`config.mk`:
```
export PLATFORM = sky130hd
export DESIGN_NAME = fifo_pkt_reader
export DESIGN_NICKNAME = d
export VERILOG_FILES = /design/src/rtl/fifo_pkg.sv /design/src/rtl/fifo_pkt_reader_idle_timer.sv /design/src/rtl/fifo_pkt_reader.sv
export SDC_FILE = /design/constraint.sdc
export NUM_CORES = 1
export LEC_CHECK = 0
export CAP_MARGIN = 20
export CORE_AREA = 2 2 72 88
export CTS_CLUSTER_DIAMETER = 40
export CTS_CLUSTER_SIZE = 8
export DETAILED_ROUTE_END_ITERATION = 16
export DIE_AREA = 0 0 74 90
export PLACE_DENSITY = 0.78
export SYNTH_ARGS = -nofsm -noshare
export SYNTH_HDL_FRONTEND = slang
export SYNTH_SLANG_ARGS = --single-unit
```
`constraint.sdc`:
```
create_clock -name clk -period 2 [get_ports clk]
set_input_delay 0.4 -clock clk [delete_from_list [all_inputs] [get_ports clk]]
set_output_delay 0.4 -clock clk [all_outputs]
set_load 0.01 [all_outputs]
```
`src/rtl/fifo_pkg.sv`:
```
// Shared types and width helpers for the fifo read-side blocks.
// Latency: n/a (declarations only).
// Backpressure: n/a.
package fifo_pkg;

    // Reader FSM: IDLE waits for data, HOLD decides framing of the held word,
    // SEND presents it on the stream until accepted.
    typedef enum logic [1:0] {
        IDLE = 2'd0,
        HOLD = 2'd1,
        SEND = 2'd2
    } rdr_state_t;

    // Counter width for a modulo-n counter, never narrower than one bit.
    function automatic int cnt_w(input int n);
        return (n <= 1) ? 1 : $clog2(n);
    endfunction

endpackage

```
`src/rtl/fifo_pkt_reader_idle_timer.sv`:
```
// Idle timer: counts enabled cycles since the last clear, flags expiry at TIMEOUT-1.
// Latency: expired reflects the registered count (no combinational path from en).
// Backpressure: none; saturates at the expiry value until cleared.
//
// Ports:
//   clk, rst_n   clock, synchronous active-low reset
//   i_clr        restart counting from zero (wins over i_en)
//   i_en         advance the count by one this cycle
//   o_expired    count has reached TIMEOUT-1
module idle_timer #(
    parameter int TIMEOUT = 64
) (
    input  logic clk,
    input  logic rst_n,
    input  logic i_clr,
    input  logic i_en,
    output logic o_expired
);

    localparam int            TW    = $clog2(TIMEOUT) + 1;
    localparam logic [TW-1:0] LIMIT = TW'(TIMEOUT - 1);

    logic [TW-1:0] r_cnt;

    assign o_expired = (r_cnt == LIMIT);

    always_ff @(posedge clk) begin
        if (!rst_n) begin
            r_cnt <= '0;
        end else if (i_clr) begin
            r_cnt <= '0;
        end else if (i_en && !o_expired) begin
            r_cnt <= r_cnt + TW'(1);
        end
    end

endmodule

```
`src/rtl/fifo_pkt_reader.sv`:
```
// Drains an FWFT fifo and frames the words into valid/ready packets (last on
// PKT_LEN beats, or on the final word after TIMEOUT empty cycles).
// Latency: pop to m_valid_o = 2 clk; 1 beat per 2 clk sustained.
// Backpressure: m_ready_i low holds data/last stable and stops fifo reads.
//
// Ports:
//   clk, rst_n                 clock, synchronous active-low reset
//   fifo_data_i, fifo_empty_i  fifo head word (valid when not empty)
//   fifo_rd_o                  pops the fifo head word
//   m_data_o, m_valid_o, m_ready_i, m_last_o   packet stream
//   flush_o                    one-cycle pulse when a packet is closed by timeout
//   pkt_cnt_o                  completed packets, wraps at 2^16
module fifo_pkt_reader
    import fifo_pkg::*;
#(
    parameter int DWIDTH  = 32,
    parameter int PKT_LEN = 16,
    parameter int TIMEOUT = 64
) (
    input  logic              clk,
    input  logic              rst_n,
    input  logic [DWIDTH-1:0] fifo_data_i,
    input  logic              fifo_empty_i,
    output logic              fifo_rd_o,
    output logic [DWIDTH-1:0] m_data_o,
    output logic              m_valid_o,
    input  logic              m_ready_i,
    output logic              m_last_o,
    output logic              flush_o,
    output logic [15:0]       pkt_cnt_o
);

    localparam int            BW        = cnt_w(PKT_LEN);
    localparam logic [BW-1:0] LAST_BEAT = BW'(PKT_LEN - 1);

    rdr_state_t        r_state;
    rdr_state_t        w_state_nxt;
    logic [DWIDTH-1:0] r_hold;
    logic              r_last;
    logic              r_flush;
    logic [BW-1:0]     r_beat_cnt;
    logic [15:0]       r_pkt_cnt;

    logic w_rd;
    logic w_last_wr;
    logic w_last_val;
    logic w_flush_nxt;
    logic w_tmr_en;
    logic w_hs;
    logic w_expired;
    logic w_beat_last;

    assign w_beat_last = (r_beat_cnt == LAST_BEAT);

    // Timer restarts on every pop and only advances while HOLD is waiting
    // for either a successor word or the timeout.
    idle_timer #(
        .TIMEOUT (TIMEOUT)
    ) u_idle_timer (
        .clk       (clk),
        .rst_n     (rst_n),
        .i_clr     (w_rd),
        .i_en      (w_tmr_en),
        .o_expired (w_expired)
    );

    always_comb begin
        w_state_nxt = r_state;
        w_rd        = 1'b0;
        w_last_wr   = 1'b0;
        w_last_val  = 1'b0;
        w_flush_nxt = 1'b0;
        w_tmr_en    = 1'b0;
        w_hs        = 1'b0;

        unique case (r_state)
            IDLE: begin
                if (!fifo_empty_i) begin
                    w_rd        = 1'b1;
                    w_state_nxt = HOLD;
                end
            end

            HOLD: begin
                if (w_beat_last) begin
                    // Packet length reached: last regardless of fifo state.
                    w_last_wr   = 1'b1;
                    w_last_val  = 1'b1;
                    w_state_nxt = SEND;
                end else if (!fifo_empty_i) begin
                    // A successor exists, so this beat cannot be the tail.
                    // The successor stays in the fifo until the handshake.
                    w_last_wr   = 1'b1;
                    w_last_val  = 1'b0;
                    w_state_nxt = SEND;
                end else if (w_expired) begin
                    w_last_wr   = 1'b1;
                    w_last_val  = 1'b1;
                    w_flush_nxt = 1'b1;
                    w_state_nxt = SEND;
                end else begin
                    w_tmr_en = 1'b1;
                end
            end

            SEND: begin
                if (m_ready_i) begin
                    w_hs = 1'b1;
                    if (!fifo_empty_i) begin
                        w_rd        = 1'b1;
                        w_state_nxt = HOLD;
                    end else begin
                        w_state_nxt = IDLE;
                    end
                end
            end

            default: begin
                w_state_nxt = IDLE;
            end
        endcase
    end

    always_ff @(posedge clk) begin
        if (!rst_n) begin
            r_state    <= IDLE;
            r_hold     <= '0;
            r_last     <= 1'b0;
            r_flush    <= 1'b0;
            r_beat_cnt <= '0;
            r_pkt_cnt  <= '0;
        end else begin
            r_state <= w_state_nxt;
            r_flush <= w_flush_nxt;
            if (w_rd) begin
                r_hold <= fifo_data_i;
            end
            if (w_last_wr) begin
                r_last <= w_last_val;
            end
            if (w_hs) begin
                r_beat_cnt <= r_last ? '0 : (r_beat_cnt + BW'(1));
                if (r_last) begin
                    r_pkt_cnt <= r_pkt_cnt + 16'd1;
                end
            end
        end
    end

    // Read strobe is gated by reset so the fifo never loses a word to a
    // block that is about to forget it.
    assign fifo_rd_o = w_rd && rst_n;
    assign m_valid_o = (r_state == SEND);
    assign m_data_o  = r_hold;
    assign m_last_o  = (r_state == SEND) && r_last;
    assign flush_o   = r_flush;
    assign pkt_cnt_o = r_pkt_cnt;

    a_rd_nonempty: assert property (@(posedge clk) disable iff (!rst_n)
        fifo_rd_o |-> !fifo_empty_i);

    a_idle_beat0: assert property (@(posedge clk) disable iff (!rst_n)
        (r_state == IDLE) |-> (r_beat_cnt == '0));

endmodule

```
==> metrics.txt, run 1 <==
status complete, no violations; switching power 641 µW; final WL ~6500 µm; Critical Path RT 1.60 ns; Crit Path Category in2out; num rows 31; peak supply drop 0.446 mV; Wirelength per Cell 13.1 µm; setup TNS 0 ns; fin nets 448; delay-heaviest family, CP buffers and inverters; CTS Hold Buffers Added 0; vias in the first global route 2,309; Post-Synthesis Cells 309; wire length on met2 between 3000 and 4000 µm; sequential power share 45.8%; post-route ant nets 0; Seq/Total Area, Yosys 49.2%; Synth Register Bits 63; R2R cell count 4; largest buffer count on any clock path 2; Core Area between 5000 and 6000 µm²; max-slew violations 0; r2r startpoint pkt_cnt_o[5]; Vias 2,500; WL met1 2580 µm; largest net degree at the start of global routing 39; final hold vios 0; setup ws final 0.0995 ns; grt ovf 0; worst path bufs/invs 2; clock skew 0.00884 ns; number of flops mapped to enable cells by yosys 0; DR vias/cell 5.04; Max Cap Violations 0; f_max ~0.53 GHz; CP Capture Type output port; Area Overhead vs Synth 50.2%; Post-Syn Nets 348; Initial DRT Pass Iterations 4; drt first-iter violations 82; Total GRT Usage 20.2%; synthesis warning total 0; Crit path largest cell delay roughly 0.5 ns; CTS Root Cell clkbuf_8; min-delay worst type reg2reg; final setup fails 0; Placer Congestion 0.799; port bufs 87; Critical Path AT ~1.5 ns; final worst path period share 95.0%; Tmin final 1.90 ns; Combinational Power Share about 11%; asr flop ratio synth 0%; RR Endpoint pkt_cnt_o[15]; number of diodes 0; critical path peak fanout 2; clock share of power approximately 43%; crit path launch type primary input; layout cells sized above 1 10.1%; leakage 0.00143 µW; slew margin rel. 74.8%; Cell Area, Synth ~2600 µm²; FF-to-FF setup slack 0.23 ns; RSZ-0062 raised after global routing false; Horiz. Die Dim 74 µm; critical path capture point fifo_rd_o; worst-skew pair later-pin latency about 0.34 ns; # H-tree levels 3; synthesized area per cell 8.30 µm²; internal power 2250 µW; pwr/cell area 751 nW/µm²; ys flop type dfxtp_1; distinct cell type count after synthesis 42; Switching Share 22.2%; routed wl met3 329 µm; # IOs approximately 90; crit-path cells clkdlybuf4s50_1 > nand2b_1 > nand2_1 > nor2_1 > dlygate4sd2_1; die area 6660 µm²; initial antenna violation count 0; # DRC 0; Starting Density 43.8%; CP Launch Point m_ready_i; Reg clk slew, reported paths 0.06 ns; Die Span Y around 90 µm; CP max-delay cell clkdlybuf4s50_1; Worst Max-Slew Pin Slew 0.378 ns; Inserted Clock Buffers 9; Top Layer Used met4; global-route wire length before repair 10,400 µm; pre-CTS setup slack -0.159 ns; CTS sink cnt between 60 and 70; Detailed Place HPWL approximately 4700 µm; Worst path depth 5; CTS tree done
[cells in the mapped netlist (3+ instances only)]
cell	n	area, µm²
o31ai_1	3	22.5
ha_1	3	37.5
a21oi_1	48	240
nor3_1	6	30.0
clkbuf_1	11	41.3
or4_1	4	30.0
nor2_1	13	48.8
nand2_1	80	300
buf_1	3	11.3
xnor2_1	4	35.0
nand3_1	12	60.1
nor4_1	3	18.8
xor2_1	6	52.6
o21ai_0	9	45.0
dfxtp_1	63	1260
nand2b_1	4	25.0
or3_1	6	37.5
inv_1	3	11.3
[cells by family (layout without fill, tap and decap cells)]
logic type	after synthesis	after routing	share of synthesized area, %
AND/OR/NAND/NOR	147	147	28.5
AO/OA/AOI/OAI	66	66	14.0
flip-flops	63	63	49.2
buffers and inverters	18	123	2.68
XOR/XNOR	10	10	3.41
adder cells (fa/ha/maj)	3	3	1.46
multiplexers	2	2	0.781
[layout by cell type, fill, tap and decap left out, types with 2 or more instances in the layout]
| master | count |
|---|---|
| or4_1 | 4 |
| ha_1 | 3 |
| clkdlybuf4s50_1 | 85 |
| nand4_1 | 2 |
| o21ai_0 | 9 |
| xnor2_1 | 4 |
| dlygate4sd2_1 | 2 |
| or3_1 | 6 |
| xor2_1 | 6 |
| buf_4 | 16 |
| mux2i_1 | 2 |
| nand2_1 | 80 |
| nand2b_1 | 4 |
| bufinv_16 | 2 |
| nand3_1 | 12 |
| dfxtp_1 | 61 |
| nor2_1 | 13 |
| clkbuf_8 | 11 |
| clkbuf_1 | 2 |
| a21oi_1 | 48 |
| and2_1 | 2 |
| nor3_1 | 5 |
| inv_1 | 3 |
| o31ai_1 | 3 |
| nor4_1 | 3 |
| nor2b_1 | 2 |
[worst min-delay path: stages (launching register included)]
cell and delay [ns]:
dfxtp_1 0.31, nand2_1 0.05, a21oi_1 0.05
[area by class of cell]
class | instances | area, µm²
clock buffer | 13 | 159
inverter | 3 | 11.3
timing repair buffer | 104 | 1010
multi-input combinational | 228 | 1240
fill | 486 | 2000
sequential | 63 | 1270
tap | 82 | 103
clock inverter | 3 | 65.1
[per-stage QoR]
stage / instance area, µm² / hold WS (ns) / total power (µW) / cells / util [%]
2_1_floorplan: 2560 / 0.437 / 1480 / 309 / -
3_3_place_gp: 3630 / 0.441 / 1680 / 480 / 61.9
3_5_place_dp: 3630 / 0.448 / 1690 / 480 / 61.9
4_1_cts: 3850 / 0.457 / 2920 / 496 / 65.8
5_1_grt: 3850 / 0.473 / 3010 / 496 / 65.8
6_report: 3850 / 0.455 / 2890 / 496 / 65.8
[power groups by stage]
stage / clock [µW] / combinational (µW) / sequential (µW)
after floorplan: 0 / 112 / 1370
after global placement: 0 / 328 / 1350
after detailed placement: 0 / 333 / 1350
after CTS: 1260 / 333 / 1330
after global routing: 1320 / 359 / 1330
final: 1240 / 331 / 1330
[timing repair]
action / 4_1_cts / 5_1_grt
setup buffers: 0 / 0
setup endpoints to repair: 2 / 0
gates resized for setup: 6 / 0
[per-layer routing]
layer  vias up  GRT usage, %
met3        14          6.17
met4         0          9.85
met5         -             0
met1      1151          22.7
li1       1267             -
met2        68          33.6
[worst min path at each step]
stage | startpoint | to | slack [ns] | cells after the start
floorplan | u_idle_timer.r_cnt[6] | u_idle_timer.r_cnt[6] | 0.44 | 1
global placement | m_data_o[16] | m_data_o[16] | 0.44 | 2
detailed placement | m_data_o[13] | m_data_o[13] | 0.45 | 2
CTS | m_data_o[13] | m_data_o[13] | 0.46 | 2
global route | m_data_o[2] | m_data_o[2] | 0.47 | 2
finish | m_data_o[13] | m_data_o[13] | 0.46 | 2
[registers in the layout (all words and copies together) (netlist names)]
register,count
flush_o,1
m_data_o,32
pkt_cnt_o,16
r_beat_cnt,4
r_last,1
r_state,2
u_idle_timer.r_cnt,7
Power figures use the tool's default switching activity.
==> inputs of run 2 (changes only) <==
- SLEW_MARGIN: not set -> 15
==> results of run 2 <==
Final layout, timing and power as in run 1 (identical DEF).
